$ cat src/rtl/retire_order_pkg.sv
// Shared encodings and bundle types for the dual-issue steer/retire pair.
// Covers instruction width, NOP word, pipe codes and the writeback slot bundle.
`timescale 1ns/1ps
package retire_order_pkg;

  localparam int INST_WIDTH = 32;
  localparam logic [INST_WIDTH-1:0] NOP_INSTRUCTION = 32'h0000_0013;
  localparam int OPCODE_MSB = 6;
  localparam int OPCODE_LSB = 0;

  localparam int PIPE_BITS = 2;
  localparam logic [PIPE_BITS-1:0] PIPE_NONE = 2'd0;
  localparam logic [PIPE_BITS-1:0] PIPE_0    = 2'd1;
  localparam logic [PIPE_BITS-1:0] PIPE_1    = 2'd2;
  localparam logic [PIPE_BITS-1:0] PIPE_ANY  = 2'd3;

  localparam int RETIRE_COUNT_WIDTH = 32;

  typedef struct packed {
    logic [INST_WIDTH-1:0] inst;
    logic                  wen;
    logic [4:0]            waddr;
    logic [31:0]           result;
  } slot_t;

  function automatic logic is_nop(input logic [INST_WIDTH-1:0] inst);
    return inst == NOP_INSTRUCTION;
  endfunction

endpackage

$ cat src/rtl/retire_order_first_delay_line.sv
// Carries the steer swap flag down to writeback in lockstep with the pipe.
// Holds on stall, clears on flush so killed pairs cannot swap later ones.
`timescale 1ns/1ps
module first_delay_line #(
  parameter int DEPTH = 3
) (
  input  logic clk,
  input  logic rst_n,
  input  logic en,
  input  logic clr,
  input  logic din,
  output logic dout
);

  logic [DEPTH-1:0] q;
  logic [DEPTH-1:0] nxt;

  always_comb begin
    nxt = (q << 1) | DEPTH'(din);
  end

  always_ff @(posedge clk or negedge rst_n) begin
    if (!rst_n) begin
      q <= '0;
    end else if (en) begin
      if (clr) q <= '0;
      else     q <= nxt;
    end
  end

  assign dout = q[DEPTH-1];

endmodule

$ cat src/rtl/retire_order.sv
// Restores program order of a dual-issue pair at writeback, compacts NOP
// bubbles and presents up to two ordered retirements per cycle.
`timescale 1ns/1ps
module retire_order
  import retire_order_pkg::*;
#(
  parameter int PIPE_DEPTH  = 3,
  parameter int COUNT_WIDTH = RETIRE_COUNT_WIDTH
) (
  input  logic                   clk,
  input  logic                   rst_n,
  input  logic                   stall,
  input  logic                   flush,
  input  logic                   first_in,
  input  logic [INST_WIDTH-1:0]  pipe0_inst_wb,
  input  logic                   pipe0_wen_wb,
  input  logic [4:0]             pipe0_waddr_wb,
  input  logic [31:0]            pipe0_result_wb,
  input  logic [INST_WIDTH-1:0]  pipe1_inst_wb,
  input  logic                   pipe1_wen_wb,
  input  logic [4:0]             pipe1_waddr_wb,
  input  logic [31:0]            pipe1_result_wb,
  output logic                   ret0_valid,
  output logic [INST_WIDTH-1:0]  ret0_inst,
  output logic                   ret0_wen,
  output logic [4:0]             ret0_waddr,
  output logic [31:0]            ret0_result,
  output logic                   ret1_valid,
  output logic [INST_WIDTH-1:0]  ret1_inst,
  output logic                   ret1_wen,
  output logic [4:0]             ret1_waddr,
  output logic [31:0]            ret1_result,
  output logic [COUNT_WIDTH-1:0] retire_count
);

  logic first_wb;
  logic advance;

  assign advance = ~stall;

  first_delay_line #(
    .DEPTH(PIPE_DEPTH)
  ) u_first_dl (
    .clk  (clk),
    .rst_n(rst_n),
    .en   (advance),
    .clr  (flush),
    .din  (first_in),
    .dout (first_wb)
  );

  slot_t s0, s1, older, younger;
  slot_t r0_d, r1_d;
  logic  ov, yv, r0v_d, r1v_d;

  always_comb begin
    s0 = '{pipe0_inst_wb, pipe0_wen_wb, pipe0_waddr_wb, pipe0_result_wb};
    s1 = '{pipe1_inst_wb, pipe1_wen_wb, pipe1_waddr_wb, pipe1_result_wb};
    s0.wen = pipe0_wen_wb & ~is_nop(pipe0_inst_wb);
    s1.wen = pipe1_wen_wb & ~is_nop(pipe1_inst_wb);
    older   = first_wb ? s1 : s0;
    younger = first_wb ? s0 : s1;
    ov = ~is_nop(older.inst);
    yv = ~is_nop(younger.inst);
    // a lone younger slides into ret0 so ret1 never outruns ret0
    r0_d  = (!ov && yv) ? younger : older;
    r1_d  = younger;
    r0v_d = ov | yv;
    r1v_d = ov & yv;
  end

  slot_t                  ret0_q, ret1_q;
  logic                   v0_q, v1_q;
  logic [COUNT_WIDTH-1:0] cnt_q;

  always_ff @(posedge clk or negedge rst_n) begin
    if (!rst_n) begin
      ret0_q <= '0;
      ret1_q <= '0;
      v0_q   <= 1'b0;
      v1_q   <= 1'b0;
      cnt_q  <= '0;
    end else if (stall || flush) begin
      v0_q <= 1'b0;
      v1_q <= 1'b0;
    end else begin
      ret0_q <= r0_d;
      ret1_q <= r1_d;
      v0_q   <= r0v_d;
      v1_q   <= r1v_d;
      cnt_q  <= cnt_q + COUNT_WIDTH'(r0v_d) + COUNT_WIDTH'(r1v_d);
    end
  end

  assign ret0_valid   = v0_q;
  assign ret0_inst    = ret0_q.inst;
  assign ret0_wen     = ret0_q.wen;
  assign ret0_waddr   = ret0_q.waddr;
  assign ret0_result  = ret0_q.result;
  assign ret1_valid   = v1_q;
  assign ret1_inst    = ret1_q.inst;
  assign ret1_wen     = ret1_q.wen;
  assign ret1_waddr   = ret1_q.waddr;
  assign ret1_result  = ret1_q.result;
  assign retire_count = cnt_q;

endmodule

$ cat config.mk
export PLATFORM = sky130hd
export DESIGN_NAME = retire_order
export DESIGN_NICKNAME = d
export VERILOG_FILES = /design/src/rtl/retire_order_pkg.sv /design/src/rtl/retire_order_first_delay_line.sv /design/src/rtl/retire_order.sv
export SDC_FILE = /design/constraint.sdc
export NUM_CORES = 1
export LEC_CHECK = 0
export ABC_CLOCK_PERIOD_IN_PS = 3240
export CAP_MARGIN = 5
export CORE_MARGIN = 1
export CORE_UTILIZATION = 38
export DETAILED_ROUTE_END_ITERATION = 16
export PLACE_DENSITY = 0.7
export SLEW_MARGIN = 10
export SYNTH_ARGS = -nofsm -noshare
export SYNTH_HDL_FRONTEND = slang
export SYNTH_SLANG_ARGS = --single-unit
$ cat constraint.sdc
create_clock -name clk -period 3.24 [get_ports clk]
set_input_delay 0.324 -clock clk [delete_from_list [all_inputs] [get_ports clk]]
set_output_delay 0.324 -clock clk [all_outputs]
set_load 0.01 [all_outputs]
==> metrics.md <==
| Metric | Value |
|---|---|
| RSZ-0062 raised after global routing | `false` |
| Global-route usage over all layers | `23.6%` |
| Internal reg-to-reg setup slack | `0.74 ns` |
| Global-route layer with the greatest usage | `met2` |
| Placeable core region | `21900 sq um` |
| Number of routed nets with antenna violations | `0` |
| Share of synthesized flip-flops with an asynchronous set or reset | `100%` |
| Ports placed on the boundary | `319` |
| Initial core utilization | `39.0%` |
| Number of library cell types mapped by synthesis | `48` |
| Number of cells on the worst reg-to-reg path | `8` |
| Share of the clock period used by the worst path after layout | `87.7%` |
| H-tree depth | `4` |
| Worst-margin pin slew | `0.763 ns` |
| Final hold viol count | `0` |
| Cell types with the highest counts after synthesis | `177 x dfrtp_1, 120 x nand2_1, 102 x o21ai_0` |
| Non-filler cells, final | `1459` |
| Mean cell area of the mapped netlist | `10.3 sq um` |
| Layout overhead on the synthesized area | `51.5%` |
| Resize count post-CTS | `0` |
| Endpoint required time on the critical path | `3.55 ns` |
| MaxCap Viol Count | `0` |
| CTS Hold Bufs | `1` |
| Syn Inst Count | `828` |
| Run status | `completed` |
| Sink Count | `177` |
| Avg WL per Cell | `18.4 um` |
| Routing usage on met3 | `7.60%` |
| IR Drop Worst-Case VDD | `278 uV` |
| Global-route wire length before repair | `41600 um` |
| Number of core rows | `54` |
| GR Layer Usage met1 | `30.7%` |
| Die ar. | `23000 sq um` |
| Clock edge transition at the registers on the reported setup and hold paths | `0.07 ns` |
| Min cycle time layout | `2.84 ns` |
| Most used flip-flop cell after synthesis | `dfrtp_1` |
| Slew Limit Fails | `0` |
| Element type at the critical path end | `register` |
| Total number of yosys warnings | `0` |
| Remaining Overflow, GRT | `0` |
| Worst-path fanout max | `4` |
| Dominant cells by area after synthesis | `dfrtp_1 52%, mux2i_1 8.1%, o21ai_0 6.0%` |
| Setup Total Neg Slack | `0 ns` |
| Number of iterations in the first detailed-routing pass | `4` |
| Share of cells above drive strength 1 | `9.67%` |
| Max transition margin | `49.2%` |
| Mapped Area | `8530 sq um` |
| Number of placed cells counting well taps | `1426` |
| Clock tree skew after final layout | `0.00672 ns` |
| Area fraction of the dominant cell type after synthesis | `51.9%` |
| Most repeated cell in the gate-level netlist after synthesis | `dfrtp_1` |
| Via count of the first global-routing pass | `7597` |
| DRT Wirelength | `26800 um` |
| NumNets Final | `1313` |
| Launch point of the worst path | `pipe1_inst_wb[12]` |
| Launching element type of the critical path | `input port` |
| Antenna violations before repair | `1` |
| Maximum frequency from static timing analysis | `0.352 GHz` |
| Setup violations, final | `0` |
| Power Density | `485 nW/um^2` |
| Static leakage power | `5.20 nW` |
| Maximum number of pins on one net before global-route repair | `75` |
| Floorplan die height | `152 um` |
| DP Wirelength | `19100 um` |
| IO Port Bufs | `318` |
| Number of nets produced by synthesis | `975` |
| Ratio of routed vias to standard cells | `5.23` |
| CTS Root Buffer Type | `clkbuf_16` |
| Diode count | `0` |
| Number of buffers added by the clock tree synthesis step | `17` |
| Global Route met2 Usage | `36.5%` |
| Number of vias after detailed routing | `7630` |
| Clk_lat worst skew | `0.43 ns` |
| Worst reg2reg endpoint | `retire_count[14]$_DFFE_PN0N_` |
| Final Power | `6.26 mW` |
| Path type of the worst setup path | `in -> reg` |
| Overall die width | `152 um` |
| Arrival time of the worst setup path | `3.15 ns` |
| Cell type with the highest aggregate area in the netlist | `dfrtp_1` |
| CTS tree | `yes` |
| Launch instance of the worst register-to-register path | `u_first_dl.q[2]$_DFFE_PN0N_` |
| Yosys reg bits | `177` |
| Sequential share of the synthesized area | `51.9%` |
| Number of synthesized flops with an enable pin | `0` |
| Post-CTS repair timing setup buffer count | `0` |
| Starting DRT DRC Count | `310` |
| Maximum buffer depth of the clock tree | `2` |
| Destination of the critical timing path | `retire_count[14]$_DFFE_PN0N_` |
| Gp weighted congestion | `0.863` |
| Layout fillers | `1947` |
| Utilization after layout | `59.0%` |
| Worst Hold Class | `in -> async` |
| DRC violations left | `0` |
-- per-stage QoR --
step                hold slack [ns]  worst slack, ns  instance area [sq um]
finish                        0.336            0.398                  12900
global placement              0.229         -0.00217                  12300
global route                  0.363            0.239                  12900
CTS                           0.329            0.413                  12900
floorplan                    0.0284            0.346                   8530
detailed placement            0.228          -0.0476                  12300
-- report_power, final --
part	leakage (nW)	switching [mW]	total, mW	internal (mW)
clock	0.275	0.966	2.06	1.10
sequential	2.17	0.167	2.65	2.48
combinational	2.76	0.667	1.55	0.886
-- layout by cell type (no fill, tap or decap), types with 11 or more instances in the layout --
cell type / synthesis / routed
xnor2_1: 20 / 20
o221a_1: 30 / 30
o21ai_0: 102 / 102
o31ai_1: 27 / 27
nand3_1: 11 / 11
nor2_1: 17 / 17
nand2b_1: 39 / 39
clkbuf_16: 0 / 17
nor3_1: 61 / 61
clkdlybuf4s50_1: 0 / 317
nand2_1: 120 / 120
dfrtp_1: 177 / 176
mux2i_1: 69 / 69
buf_4: 4 / 55
-- per-layer routing --
metal / wire length [um] / part of all wire [%]
met5: 15 / 0.056
met2: 12100 / 45
met4: 737 / 2.7
met1: 11600 / 43
met3: 2390 / 8.9
-- registers in the layout (all words and copies together), names as in the netlist --
| register | cells |
|---|---|
| ret0_inst | 32 |
| ret0_result | 32 |
| ret0_valid | 1 |
| ret0_waddr | 5 |
| ret0_wen | 1 |
| ret1_inst | 32 |
| ret1_result | 32 |
| ret1_valid | 1 |
| ret1_waddr | 5 |
| ret1_wen | 1 |
| retire_count | 32 |
| u_first_dl.q | 3 |
-- worst min path at each step --
stage / start / to / depth (start not counted)
after floorplan: rst_n / ret0_inst[0]$_DFFE_PN0N_ / 0
after global placement: rst_n / retire_count[29]$_DFFE_PN0N_ / 1
after detailed placement: rst_n / retire_count[29]$_DFFE_PN0N_ / 1
after CTS: rst_n / retire_count[29]$_DFFE_PN0N_ / 2
after global routing: rst_n / retire_count[29]$_DFFE_PN0N_ / 2
final: rst_n / retire_count[27]$_DFFE_PN0N_ / 2
-- cells by family after synthesis --
logic type	after synthesis	synth area share (%)
AOI/OAI and AO/OA	188	15.7
adders and majority gates	2	0.381
and+or+nand+nor	296	17.3
muxes	69	8.10
DFF	177	51.9
xor gates and xnor gates	30	3.08
buffers and inverters	66	3.45
-- cell type report --
type	count	area (sq um)	share of cell area (%)
Sequential cell	177	4430	34.3
Multi-Input combinational cell	585	3810	29.5
Timing Repair Buffer	380	3730	28.8
Clock buffer	19	433	3.35
Tap cell	280	350	2.71
Clock inverter	13	149	1.15
Inverter	5	18.8	0.145
-- worst max-delay path, stage by stage --
cell	delay, ns
clkdlybuf4s50_1	0.45
nor4_1	0.41
and4_1	0.36
and2_1	0.17
a21oi_1	0.09
fa_1	0.46
ha_1	0.21
and3_1	0.15
and3_1	0.19
and3_1	0.19
xor2_1	0.14
Power figures use the tool's default switching activity.
